$ cat src/rtl/gtyp_rx_block_lock_if.sv
// gtyp_rx_block_lock_if
//   Per-lane RX gearbox link between the GTYP quad and the block-lock stage.
//   rxheader      : [1:0] header of block 0, [4:3] header of block 1 (bits 2/5 unused)
//   rxheadervalid : bit i qualifies the header of block i
//   rxgearboxslip : one-cycle slip request back to the GT
//   block_lock    : lane is block-locked (consumed by the PRBS checker)
//   master = GT/quad side, slave = block-lock stage.
interface gtyp_rx_block_lock_if;
    logic [5:0] rxheader;
    logic [1:0] rxheadervalid;
    logic       rxgearboxslip;
    logic       block_lock;

    modport master (
        output rxheader,
        output rxheadervalid,
        input  rxgearboxslip,
        input  block_lock
    );

    modport slave (
        input  rxheader,
        input  rxheadervalid,
        output rxgearboxslip,
        output block_lock
    );
endinterface

$ cat src/rtl/gtyp_rx_block_lock.sv
// gtyp_rx_block_lock
//   64b/66b block-lock / gearbox-slip FSM for one GTYP lane, two 66b headers
//   per rx_clk cycle.
//   Ports:
//     rx_clk, rx_rst_n : lane clock, async active-low reset
//     cfg_enable       : 0 holds the lane in SEARCH, no slips, no lock
//     gt               : header/valid in, slip/block_lock out (slave modport)
//     slip_cnt         : slips issued, saturating
//     lock_loss_cnt    : LOCKED->SLIP transitions, saturating
//     clr_cnt          : synchronous clear of both counters (beats increments)
module gtyp_rx_block_lock #(
    parameter int SH_WINDOW      = 64,
    parameter int SH_INVALID_MAX = 16,
    parameter int SLIP_WAIT      = 32,
    parameter int CNT_W          = 16
) (
    input  logic                   rx_clk,
    input  logic                   rx_rst_n,
    input  logic                   cfg_enable,
    gtyp_rx_block_lock_if.slave    gt,
    output logic [CNT_W-1:0]       slip_cnt,
    output logic [CNT_W-1:0]       lock_loss_cnt,
    input  logic                   clr_cnt
);
    // One spare bit so cnt+2 never wraps before the threshold compare.
    localparam int SH_W  = $clog2(SH_WINDOW + 1) + 1;
    localparam int INV_W = $clog2(SH_INVALID_MAX + 1) + 1;
    localparam int WT_W  = $clog2(SLIP_WAIT + 1) + 1;

    typedef enum logic [1:0] {
        ST_SEARCH = 2'd0,
        ST_LOCKED = 2'd1,
        ST_SLIP   = 2'd2,
        ST_WAIT   = 2'd3
    } state_t;

    state_t            state, state_nxt;
    logic [SH_W-1:0]   sh_cnt, sh_nxt, sh_sum;
    logic [INV_W-1:0]  inv_cnt, inv_nxt, inv_sum;
    logic [WT_W-1:0]   wait_cnt, wait_nxt;
    logic [1:0]        hdr0, hdr1;
    logic              q0, q1, bad0, bad1;
    logic [1:0]        v, e;
    logic              slip_q, lock_q;
    logic              slip_inc, loss_inc;

    // Bits 2 and 5 carry no header information.
    logic unused_hdr_bits;
    assign unused_hdr_bits = gt.rxheader[5] ^ gt.rxheader[2];

    assign hdr0 = gt.rxheader[1:0];
    assign hdr1 = gt.rxheader[4:3];
    assign q0   = gt.rxheadervalid[0];
    assign q1   = gt.rxheadervalid[1];
    // 01/10 are legal sync headers; 00/11 are not.
    assign bad0 = q0 & ~(hdr0[1] ^ hdr0[0]);
    assign bad1 = q1 & ~(hdr1[1] ^ hdr1[0]);
    assign v    = {1'b0, q0} + {1'b0, q1};
    assign e    = {1'b0, bad0} + {1'b0, bad1};

    assign sh_sum  = sh_cnt + SH_W'(v);
    assign inv_sum = inv_cnt + INV_W'(e);

    always_comb begin
        state_nxt = state;
        sh_nxt    = sh_cnt;
        inv_nxt   = inv_cnt;
        wait_nxt  = wait_cnt;
        if (!cfg_enable) begin
            state_nxt = ST_SEARCH;
            sh_nxt    = '0;
            inv_nxt   = '0;
            wait_nxt  = '0;
        end else begin
            case (state)
                ST_SEARCH: begin
                    if (e != 2'd0) begin
                        sh_nxt    = '0;
                        state_nxt = ST_SLIP;
                    end else if (sh_sum >= SH_W'(SH_WINDOW)) begin
                        sh_nxt    = '0;
                        inv_nxt   = '0;
                        state_nxt = ST_LOCKED;
                    end else begin
                        sh_nxt = sh_sum;
                    end
                end
                ST_LOCKED: begin
                    // Too many invalid headers beats window end.
                    if (inv_sum >= INV_W'(SH_INVALID_MAX)) begin
                        sh_nxt    = '0;
                        inv_nxt   = '0;
                        state_nxt = ST_SLIP;
                    end else if (sh_sum >= SH_W'(SH_WINDOW)) begin
                        // Window closes; any overflow header is not carried.
                        sh_nxt  = '0;
                        inv_nxt = '0;
                    end else begin
                        sh_nxt  = sh_sum;
                        inv_nxt = inv_sum;
                    end
                end
                ST_SLIP: begin
                    wait_nxt  = '0;
                    state_nxt = ST_WAIT;
                end
                ST_WAIT: begin
                    // Headers ignored while the gearbox settles.
                    if (wait_cnt == WT_W'(SLIP_WAIT - 1)) begin
                        wait_nxt  = '0;
                        sh_nxt    = '0;
                        inv_nxt   = '0;
                        state_nxt = ST_SEARCH;
                    end else begin
                        wait_nxt = wait_cnt + 1'b1;
                    end
                end
                default: state_nxt = ST_SEARCH;
            endcase
        end
    end

    // SLIP is only entered from SEARCH/LOCKED, so this fires once per slip.
    assign slip_inc = (state_nxt == ST_SLIP) && (state != ST_SLIP);
    assign loss_inc = (state == ST_LOCKED) && (state_nxt == ST_SLIP);

    always_ff @(posedge rx_clk or negedge rx_rst_n) begin
        if (!rx_rst_n) begin
            state    <= ST_SEARCH;
            sh_cnt   <= '0;
            inv_cnt  <= '0;
            wait_cnt <= '0;
            slip_q   <= 1'b0;
            lock_q   <= 1'b0;
        end else begin
            state    <= state_nxt;
            sh_cnt   <= sh_nxt;
            inv_cnt  <= inv_nxt;
            wait_cnt <= wait_nxt;
            // Outputs registered off the next state so they line up with it.
            slip_q   <= (state_nxt == ST_SLIP);
            lock_q   <= (state_nxt == ST_LOCKED);
        end
    end

    always_ff @(posedge rx_clk or negedge rx_rst_n) begin
        if (!rx_rst_n) begin
            slip_cnt      <= '0;
            lock_loss_cnt <= '0;
        end else if (clr_cnt) begin
            slip_cnt      <= '0;
            lock_loss_cnt <= '0;
        end else begin
            if (slip_inc && (slip_cnt != {CNT_W{1'b1}}))
                slip_cnt <= slip_cnt + 1'b1;
            if (loss_inc && (lock_loss_cnt != {CNT_W{1'b1}}))
                lock_loss_cnt <= lock_loss_cnt + 1'b1;
        end
    end

    assign gt.rxgearboxslip = slip_q;
    assign gt.block_lock    = lock_q;
endmodule

$ cat src/flat_wrapper.sv
// flat-port wrapper written by rule: the top's interface ports become plain ports
module gtyp_rx_block_lock_flat 
#(
    parameter int SH_WINDOW      = 64,
    parameter int SH_INVALID_MAX = 16,
    parameter int SLIP_WAIT      = 32,
    parameter int CNT_W          = 16
)
  (rx_clk, rx_rst_n, cfg_enable, slip_cnt, lock_loss_cnt, clr_cnt, gt_rxheader, gt_rxheadervalid, gt_rxgearboxslip, gt_block_lock);
  gtyp_rx_block_lock_if gt_i ();
  input  logic rx_clk;
  input  logic rx_rst_n;
  input  logic cfg_enable;
  output logic [CNT_W-1:0] slip_cnt;
  output logic [CNT_W-1:0] lock_loss_cnt;
  input  logic clr_cnt;
  input wire logic [$bits(gt_i.rxheader)-1:0] gt_rxheader;
  input wire logic [$bits(gt_i.rxheadervalid)-1:0] gt_rxheadervalid;
  output wire logic [$bits(gt_i.rxgearboxslip)-1:0] gt_rxgearboxslip;
  output wire logic [$bits(gt_i.block_lock)-1:0] gt_block_lock;
  assign gt_i.rxheader = gt_rxheader;
  assign gt_i.rxheadervalid = gt_rxheadervalid;
  assign gt_rxgearboxslip = gt_i.rxgearboxslip;
  assign gt_block_lock = gt_i.block_lock;
  gtyp_rx_block_lock #(.SH_WINDOW(SH_WINDOW), .SH_INVALID_MAX(SH_INVALID_MAX), .SLIP_WAIT(SLIP_WAIT), .CNT_W(CNT_W)) u_core (.rx_clk(rx_clk), .rx_rst_n(rx_rst_n), .cfg_enable(cfg_enable), .gt(gt_i), .slip_cnt(slip_cnt), .lock_loss_cnt(lock_loss_cnt), .clr_cnt(clr_cnt));
endmodule
$ cat config.mk
export PLATFORM = sky130hd
export DESIGN_NAME = gtyp_rx_block_lock_flat
export DESIGN_NICKNAME = d
export VERILOG_FILES = /design/src/rtl/gtyp_rx_block_lock_if.sv /design/src/rtl/gtyp_rx_block_lock.sv /design/src/flat_wrapper.sv
export SDC_FILE = /design/constraint.sdc
export NUM_CORES = 1
export LEC_CHECK = 0
export ABC_CLOCK_PERIOD_IN_PS = 2510
export CAP_MARGIN = 15
export CORE_ASPECT_RATIO = 1.2
export CORE_MARGIN = 4
export CORE_UTILIZATION = 30
export CTS_CLUSTER_SIZE = 8
export DETAILED_ROUTE_END_ITERATION = 8
export DONT_BUFFER_PORTS = 1
export SYNTH_ARGS = -nofsm -noshare
export SYNTH_HDL_FRONTEND = slang
export SYNTH_SLANG_ARGS = --single-unit
$ cat constraint.sdc
create_clock -name rx_clk -period 2.51 [get_ports rx_clk]
set_input_delay 0.3765 -clock rx_clk [delete_from_list [all_inputs] [get_ports rx_clk]]
set_output_delay 0.3765 -clock rx_clk [all_outputs]
set_load 0.02 [all_outputs]
==> impl_metrics.yaml, run 1 <==
global_routing:
  grt_usage: 0.119
  grt.overflow.total: 0
  grt_pass1_vias: 2432
  grt_pass1_wl_um: 11600
  antenna_found_initial: 0
  grt_max_degree: 58
clock_tree:
  htreeDepth: 3
  clock_sinks: 57
  clkLatencyLatePin_ps: 320
  cts_buffers: 9
  path_clk_slew_ps: 50
  cts_root_buf: "clkbuf_16"
  cts_tree: "done"
  cts_buffer_depth: 2
die:
  die-area_um2: 12400
  row_count: 41
  die_w_um: 102
  pin_count: 46
  die_y_um: 121
  initial_utilization: 0.306
  coreArea_um2: 10500
synth:
  synth_top_flop_cell: "dfrtp_1"
  synth-edff-count: 0
  syn_area_per_cell_um2: 9.67
  synth.cell_area_um2: 3200
  synth_cells: 331
  synth_async_sr_flop_share: 1.00
  yosysWarnings: 0
  synth.distinct_cells: 57
  syn-num-nets: 353
  ys_ff_latch: 57
  yosysSeqAreaShare: 0.446
sta:
  tns_ps: -67.1
  hold-worst-slack_ps: 104
  drv_slew: 0
  hold_violations: 0
  skew_ps: 5.99
  slew_headroom: 0.749
  fmax_ghz: 0.390
  fin_crit_sh: 1.02
  setup_slack_ps: -52.2
  worstMarginPinSlew_ps: 376
  fin_crit_ps: 2560
  rsz0062_at_grt: "true"
  setup_violations: 2
placement:
  dp_cells: 467
  dpl_worst_slack_ps: -488
  dp_hpwl_um: 4920
  port_buffers: 0
  gp_congestion: 0.778
finish:
  nFillCells: 1021
  final_cells: 494
  area_delta_synth_final_pct: 27.5
  layout-drive-gt1-share: 0.222
  antenna_cells: 0
  fin_nets: 382
drt:
  via_per_inst: 5.12
  drt_first_pass_iters: 4
  postRouteAntennaNets: 0
  wirelength_um: 7270
  num_vias: 2527
  routedWlPerCell_um: 14.7
  drtIter0Drc: 68
  drc_errors: 0
setup_path:
  slowest_delay_ps: 380
  setup.worst_path.end_class: "register"
  crit_fanout: 4
  crit_required_ps: 2710
  crit_arrival_ps: 2760
  crit_path_cell_trace: "xnor2_2 -> and2_4 -> ha_4 -> ha_4 -> fa_2 -> and3_4 -> nand2_4 -> o21bai_4 -> a211oi_4 -> o21ai_2 -> buf_6 -> buf_6 -> o31ai_1 -> a21oi_2"
  crit_slowest_cell: "fa_2"
  worst_path_dominant_cell_family: "compound AO/OA/AOI/OAI gates"
  crit_buf_inv: 2
  start_kind: "input pin"
  crit_type: "input pin to register"
status:
  status: "finished, violations left"
  failed_checks: "setup timing"
pwr:
  seqPwrFrac: 0.370
  switching_share: 0.223
  p_leak_nw: 1.81
  peakVddDrop_mv: 0.311
  power_w: 0.00262
  power_density_nw_per_um2: 642
  pwr-share-comb: 0.092
  power_frac_clock: 0.537
  p_int_w: 0.00204
  netSwitchingPower_w: 0.000584
worst_hold_path:
  hold_class: "input pin to register"
job:
  drv_cap: 0
==> power groups by stage <==
stage	Combinational, W	Clock (W)	Sequential, W
CTS	0.000233	0.00144	0.000968
floorplan	0.000153	0	0.000975
global route	0.000271	0.00148	0.000972
finish	0.000242	0.00141	0.000970
global placement	0.000185	0	0.000983
detailed placement	0.000188	0	0.000983
==> cell families after synthesis <==
kind of cell	count (synthesis)	synth area share
AND/OR/NAND/NOR	143	0.248
AO/OA/AOI/OAI	59	0.131
flip-flops	57	0.446
XOR/XNOR	29	0.0817
buffers and inverters	29	0.0379
adder cells (fa/ha/maj)	10	0.0438
multiplexers	4	0.0125
==> worst register-to-register path, cell delays in order (launching register included) <==
cell and delay (ps):
dfrtp_1 360, inv_2 50, fa_2 360, inv_2 80, ha_4 130, and3_4 180
and3_4 170, a31o_1 170, o21a_1 180, o21ai_2 100, buf_6 130, buf_6 110
o31ai_1 310, a21oi_2 100
==> sequential cells by signal, summed over array words and instances, names as in the netlist <==
name                     cells
u_core.gt.block_lock         1
u_core.gt.rxgearboxslip      1
u_core.inv_cnt               6
u_core.lock_loss_cnt        16
u_core.sh_cnt                8
u_core.slip_cnt             16
u_core.state                 2
u_core.wait_cnt              7
==> cells in the final DEF (no fill, tap or decap), types with 3 or more instances in the layout <==
master / Yosys / layout
o21ai_1: 1 / 4
bufinv_16: 0 / 3
nor2_1: 36 / 35
buf_4: 0 / 23
nand3_1: 19 / 18
clkbuf_16: 0 / 9
nor2b_1: 8 / 8
and2_1: 8 / 7
nand4_1: 7 / 7
ha_4: 0 / 3
buf_6: 1 / 6
and3_1: 17 / 14
and3_4: 1 / 4
or4_1: 4 / 3
inv_1: 15 / 12
mux2i_1: 4 / 4
dfrtp_1: 57 / 57
o2111ai_2: 0 / 3
and4_1: 4 / 4
inv_2: 0 / 3
o21a_1: 3 / 3
xnor2_2: 1 / 3
nor3_1: 4 / 4
o31ai_1: 4 / 4
nand2_1: 18 / 16
ha_1: 8 / 5
o211ai_1: 5 / 5
nand2b_1: 7 / 7
a21oi_1: 8 / 6
o21ai_0: 16 / 13
xnor2_1: 5 / 3
xor2_1: 23 / 23
==> area by class of cell <==
type / count / area (um2) / share of cell area
well taps: 129 / 161 / 0.0396
inverters: 16 / 60.1 / 0.0147
flip-flops and latches: 57 / 1430 / 0.350
repair buffers: 31 / 278 / 0.0681
clock inverters: 5 / 103 / 0.0251
clock buffers: 11 / 243 / 0.0595
multi-input cells: 245 / 1810 / 0.443
==> Yosys cell counts (2+ instances only) <==
master      n  share of area
o21ai_0    16          0.025
inv_1      15          0.018
o211ai_1    5          0.012
and4_1      4          0.011
ha_1        8          0.031
nor2b_1     8          0.016
a22o_1      2         0.0055
fa_1        2          0.013
a22oi_1     2         0.0047
xnor2_1     5          0.014
buf_2       4         0.0063
a21boi_0    2         0.0047
o31ai_1     4         0.0094
a21oi_1     8          0.013
nand2b_1    7          0.014
o2111ai_1   3         0.0082
and2_1      8          0.016
or4_1       4         0.0094
nand3_1    19          0.030
nand2_1    18          0.021
nor3_1      4         0.0063
o21a_1      3         0.0070
dfrtp_1    57           0.45
nand4_1     7          0.014
a311oi_1    2         0.0055
mux2i_1     4          0.013
clkbuf_1    7         0.0082
nor2_1     36          0.042
and3_1     17          0.033
xor2_1     23          0.063
==> repair_timing <==
item / 4_1_cts / 5_1_grt
hold buffers: 2 / 0
gates resized for setup: 13 / 16
endpoints found under the hold margin: 57 / 0
cloned: 0 / 1
setup buffers: 3 / 5
setup endpoints to repair: 22 / 33
pin swaps: 11 / 14
==> path summary, 6_finish.rpt <==
check	startpoint	to	slack (ps)	depth (start not counted)
worst max register to register	u_core.sh_cnt[0]$_DFFE_PN0P_	u_core.slip_cnt[12]$_DFFE_PN0P_	-40	13
worst max-delay path	gt_rxheader[3]	u_core.slip_cnt[12]$_DFFE_PN0P_	-50	14
worst min register to register	u_core.sh_cnt[0]$_DFFE_PN0P_	u_core.sh_cnt[0]$_DFFE_PN0P_	510	2
worst min-delay path	clr_cnt	u_core.slip_cnt[2]$_DFFE_PN0P_	100	1
min in group asynchronous	rx_rst_n	u_core.lock_loss_cnt[11]$_DFFE_PN0P_	580	2
max in group asynchronous	rx_rst_n	u_core.wait_cnt[5]$_DFFE_PN0P_	1680	2
==> layer usage <==
layer	wire, um	vias to the layer above	global-route usage	share of wire
li1	-	1229	-	-
met1	3050	1248	0.138	0.42
met2	3690	39	0.197	0.51
met3	363	11	0.0357	0.050
met4	163	0	0.0591	0.022
met5	0	-	0	0
==> per-stage QoR <==
stage          instance area [um2]  utilization
2_1_floorplan                 3250            -
3_3_place_gp                  3490        0.334
3_5_place_dp                  3490        0.334
4_1_cts                       3960        0.379
5_1_grt                       4080        0.390
6_report                      4080        0.390
(Power assumes the default switching activity.)
==> run 2: changes to the inputs <==
CELL_PAD_IN_SITES_DETAIL_PLACEMENT = 0   (was not set)
CELL_PAD_IN_SITES_GLOBAL_PLACEMENT = 1   (was not set)
PLACE_DENSITY_LB_ADDON = 0.1   (was not set)
==> run 2 against run 1 <==
Compared with the run above:
- the flow still finishes with violations (setup timing)
- total power rose by 2.0%
- sequential share of layout area fell by 0.83 points
- maximum frequency rose by 0.30%
- sequential power fell by 0.4%
- largest cell class unchanged
- worst setup slack improved by 7.6 ps
- highest routed layer unchanged
- non-clock buffer count rose by 14
- critical path depth did not move
==> impl_metrics.yaml, run 2 (synthesized netlist as in run 1, its figures left out) <==
finish:
  stdcell_area_um2: 4180
  antenna_cells: 0
  most-common-layout-cells: "dfrtp_1, buf_4, nor2_1"
  final_common_cell: "dfrtp_1"
  layout-drive-gt1-share: 0.251
  reg_top3: "u_core.lock_loss_cnt: 16 flops, u_core.slip_cnt: 16 flops, u_core.sh_cnt: 8 flops"
  multi_input_comb_area_um2: 1800
  ff_latch_area_um2: 1430
  fin_nets: 396
  nFillCells: 1070
  area_delta_synth_final_pct: 30.6
die:
  initial_utilization: 0.306
  row_count: 41
  die_y_um: 121
  coreArea_um2: 10500
  pin_count: 46
  die_w_um: 102
  die-area_um2: 12400
status:
  failed_checks: "setup timing"
  status: "finished, violations left"
setup_path:
  ff2ff_path_depth: 13
  crit_buf_inv: 2
  crit_path_cell_trace: "xnor2_2 -> and2_4 -> ha_4 -> ha_4 -> fa_2 -> and3_4 -> nand2_4 -> o21bai_4 -> a211oi_4 -> o21ai_2 -> buf_12 -> buf_6 -> o31a_1 -> o21ba_1"
  crit_slowest_cell: "fa_2"
  slowest_delay_ps: 380
  crit_fanout: 7
  crit_type: "input pin to register"
  setup.worst_path.end_class: "register"
  start_kind: "input pin"
  crit_required_ps: 2730
  timing.rr.start: "u_core.sh_cnt[0]$_DFFE_PN0P_"
  critPathMostFrequentCell: "ha_4"
  crit_arrival_ps: 2770
  timing.rr.end: "u_core.slip_cnt[8]$_DFFE_PN0P_"
  worst_path_dominant_cell_family: "compound AO/OA/AOI/OAI gates"
  reg2reg_setup_slack_ps: 40
drt:
  drt_first_pass_iters: 5
  via_per_inst: 5.03
  num_vias: 2556
  drc_errors: 0
  postRouteAntennaNets: 0
  routedWlPerCell_um: 15.7
  wirelength_um: 7950
  drtIter0Drc: 77
global_routing:
  grt_pass1_vias: 2586
  grt.overflow.total: 0
  grt_usage: 0.138
  antenna_found_initial: 0
  grt_max_degree: 58
  grt_pass1_wl_um: 13300
placement:
  dpl_worst_slack_ps: -432
  dp_hpwl_um: 5370
  post_dp_cell_area_um2: 3600
  gp_congestion: 0.725
  port_buffers: 0
worst_hold_path:
  hold_end: "u_core.slip_cnt[2]$_DFFE_PN0P_"
  hold_start: "clr_cnt"
  holdPathStages: 1
  hold_class: "input pin to register"
sta:
  skew_ps: 5.83
  drv_slew: 0
  hold_violations: 0
  fin_crit_ps: 2550
  setup_slack_ps: -44.6
  fin_crit_sh: 1.02
  slew_headroom: 0.740
  rsz0062_at_grt: "true"
  fmax_ghz: 0.391
  worstMarginPinSlew_ps: 390
  setup_violations: 6
clock_tree:
  path_clk_slew_ps: 50
  clock_sinks: 57
  clkLatencyLatePin_ps: 330
  cts_buffer_depth: 2
  cts_buffers: 9
  cts_root_buf: "clkbuf_16"
  htreeDepth: 3
  cts_tree: "done"
pwr:
  power_density_nw_per_um2: 639
  p_leak_nw: 1.88
  peakVddDrop_mv: 0.369
  power_w: 0.00267
job:
  drv_cap: 0
run 2: cell count changes in the layout (fill, tap and decap cells not counted), sizes merged:
cell      before  now
clkbuf        11    9
buf           30   44
clkinvlp       1    2
clkinv         2    3
run 2: area by class of cell:
type                            instances  area share
Multi-Input combinational cell        245       0.431
Sequential cell                        57       0.341
Timing Repair Buffer                   45      0.0928
Clock buffer                            9      0.0539
Tap cell                              129      0.0386
Clock inverter                          7      0.0284
Inverter                               16      0.0144
run 2: worst reg2reg max path: cells and delay by family, from the launching register on:
family | cells | cell delay [ps]
buf+inv | 4 | 400
fa+ha+maj | 2 | 470
compound gates | 5 | 820
simple gates | 2 | 330
flops | 1 | 350
run 2: through the flow:
stage | setup TNS (ps) | util | std cells | hold WS (ps)
floorplan | -5400 | - | 331 | 80.9
global placement | -12620 | 0.344 | 480 | 82.8
detailed placement | -14490 | 0.344 | 480 | 83.3
CTS | -84.7 | 0.385 | 503 | 93.4
global route | -2350 | 0.399 | 508 | 92.8
finish | -181 | 0.399 | 508 | 110
run 2: layer usage:
layer / share of wire / GRT usage / vias to the layer above
li1: - / - / 1251
met1: 0.46 / 0.170 / 1253
met2: 0.47 / 0.223 / 41
met3: 0.049 / 0.0397 / 11
met4: 0.017 / 0.0591 / 0
met5: 0 / 0 / -
run 2: repair_timing:
item,in CTS,in global routing
setup buffers,5,7
gates resized for setup,4,22
pin swaps,7,18
endpoints found under the hold margin,57,0
hold buffers,2,0
endpoints found under the setup margin,23,42
run 2: worst max-delay path by stage:
stage	startpoint	endpoint	slack, ps	cells after the start
floorplan	gt_rxheader[4]	u_core.slip_cnt[6]$_DFFE_PN0P_	-330	13
global placement	gt_rxheader[4]	u_core.slip_cnt[13]$_DFFE_PN0P_	-400	12
detailed placement	gt_rxheader[4]	u_core.slip_cnt[12]$_DFFE_PN0P_	-430	13
CTS	gt_rxheader[4]	u_core.slip_cnt[12]$_DFFE_PN0P_	-50	13
global route	gt_rxheader[3]	u_core.slip_cnt[1]$_DFFE_PN0P_	-150	13
finish	gt_rxheader[3]	u_core.slip_cnt[8]$_DFFE_PN0P_	-40	14
run 2: power breakdown:
group	switching (W)	internal, W
sequential	0.0000275	0.000939
combinational	0.000154	0.000129
clock	0.000452	0.000968
==> run 3: changes to the inputs <==
SKIP_LAST_GASP = 1   (was not set)
==> run 3 against run 2 <==
Compared with the run above:
- the flow still finishes with violations (setup timing)
- combinational power about the same
- routed wire length about the same
- maximum frequency down 0.73%
- sequential share of layout area about the same
- critical path depth unchanged
- first-iteration DRC count up 13%
- design area about the same
- clock power about the same
- non-clock buffer count unchanged
- count of clock-buffer cells in the layout unchanged
- worst setup slack worse by 19 ps
- utilization about the same
- critical path type unchanged
==> impl_metrics.yaml, run 3 (synthesized netlist as in run 1, its figures left out) <==
drt:
  drt_first_pass_iters: 5
  num_vias: 2573
  wl_met1_um: 3640
  via_per_inst: 5.06
  routed.top_layer: "met4"
  wl_met2_um: 3770
  routedWlPerCell_um: 15.6
  drtIter0Drc: 87
  drc_errors: 0
  postRouteAntennaNets: 0
  wirelength_um: 7950
  route.met3.wl_um: 400
global_routing:
  grt_pass1_vias: 2586
  grt_pass1_wl_um: 13300
  antenna_found_initial: 0
  grt_usage: 0.138
  grt_max_degree: 58
  grt.overflow.total: 0
worst_hold_path:
  hold_class: "input pin to register"
clock_tree:
  clkLatencyLatePin_ps: 330
  cts_buffer_depth: 2
  clock_sinks: 57
  cts_root_buf: "clkbuf_16"
  htreeDepth: 3
  cts_buffers: 9
  cts_tree: "done"
  path_clk_slew_ps: 50
sta:
  rsz0062_at_grt: "true"
  setup_slack_ps: -63.2
  slew_headroom: 0.740
  fin_crit_ps: 2570
  fmax_ghz: 0.389
  worstMarginPinSlew_ps: 390
  hold_violations: 0
  setup_violations: 6
  skew_ps: 5.83
  drv_slew: 0
  fin_crit_sh: 1.03
placement:
  port_buffers: 0
  dpl_worst_slack_ps: -432
  dp_cells: 480
  dp_hpwl_um: 5370
  gp_congestion: 0.725
setup_path:
  crit_path_cell_trace: "xnor2_2 -> and2_4 -> ha_4 -> ha_4 -> fa_2 -> and3_4 -> nand2_4 -> o21bai_4 -> a211oi_4 -> o21ai_2 -> buf_12 -> buf_4 -> o31a_1 -> o21ba_1"
  crit_type: "input pin to register"
  crit_buf_inv: 2
  setup.worst_path.end_class: "register"
  slowest_delay_ps: 380
  crit_slowest_cell: "fa_2"
  start_kind: "input pin"
  crit_fanout: 7
  critPathMostFrequentCell: "ha_4"
  crit_required_ps: 2730
  crit_arrival_ps: 2790
  worst_path_dominant_cell_family: "compound AO/OA/AOI/OAI gates"
finish:
  fin_nets: 396
  final_common_cell: "dfrtp_1"
  nFillCells: 1071
  antenna_cells: 0
  most-common-layout-cells: "dfrtp_1, buf_4, nor2_1"
  layout-drive-gt1-share: 0.251
  reg_top3: "u_core.lock_loss_cnt: 16 flops, u_core.slip_cnt: 16 flops, u_core.sh_cnt: 8 flops"
  area_delta_synth_final_pct: 30.5
  final_cells: 508
job:
  drv_cap: 0
status:
  failed_checks: "setup timing"
  status: "finished, violations left"
pwr:
  peakVddDrop_mv: 0.370
  p_leak_nw: 1.88
  power_density_nw_per_um2: 639
die:
  die-area_um2: 12400
  pin_count: 46
  die_w_um: 102
  initial_utilization: 0.306
  coreArea_um2: 10500
  die_y_um: 121
  row_count: 41
-- run 3: cell counts in the layout (fill, tap and decap cells not counted) --
Identical to the previous run, type by type.
-- run 3: layout make-up --
| type | instances | area, um2 | area share |
|---|---|---|---|
| timing repair buffer | 45 | 384 | 0.0920 |
| clock buffer | 9 | 225 | 0.0539 |
| multi-input combinational | 245 | 1800 | 0.431 |
| tap | 129 | 161 | 0.0387 |
| clock inverter | 7 | 119 | 0.0285 |
| sequential | 57 | 1430 | 0.342 |
| inverter | 16 | 60.1 | 0.0144 |
-- run 3: final timing paths --
kind                                              startpoint                             end  slack, ps  depth (start not counted)
max in group asynchronous                           rx_rst_n  u_core.wait_cnt[1]$_DFFE_PN0P_       1670                          2
worst min-delay path                                 clr_cnt  u_core.slip_cnt[2]$_DFFE_PN0P_        110                          1
worst max-delay path                          gt_rxheader[3]  u_core.slip_cnt[8]$_DFFE_PN0P_        -60                         14
worst min register to register  u_core.sh_cnt[0]$_DFFE_PN0P_    u_core.sh_cnt[0]$_DFFE_PN0P_        490                          2
worst max register to register  u_core.sh_cnt[0]$_DFFE_PN0P_  u_core.slip_cnt[8]$_DFFE_PN0P_         20                         13
min in group asynchronous                           rx_rst_n  u_core.slip_cnt[0]$_DFFE_PN0P_        580                          2
-- run 3: what timing repair did --
action / in CTS / in global routing
endpoints found under the hold margin: 57 / 0
pin swaps: 7 / 18
endpoints found under the setup margin: 23 / 42
setup buffers: 5 / 7
hold buffers: 2 / 0
gates resized for setup: 4 / 21
-- run 3: power by group --
part	switching (W)	internal, W	leakage, nW
combinational	0.000154	0.000128	0.929
clock	0.000453	0.000968	0.162
sequential	0.0000275	0.000939	0.791
total	0.000634	0.00203	1.88
-- run 3: layer usage --
layer	vias to the layer above	GRT usage
met5	-	0
met3	11	0.0397
met2	47	0.223
met1	1263	0.170
met4	0	0.0591
li1	1252	-
-- run 3: metrics by stage --
step	hold WS [ps]	utilization	TNS [ps]	instance area [um2]	power, W
floorplan	80.9	-	-5400	3250	0.00113
global placement	82.8	0.344	-12620	3600	0.00120
detailed placement	83.3	0.344	-14490	3600	0.00119
CTS	93.4	0.385	-84.7	4030	0.00267
global route	92.8	0.399	-2340	4180	0.00278
finish	109	0.399	-191	4180	0.00267
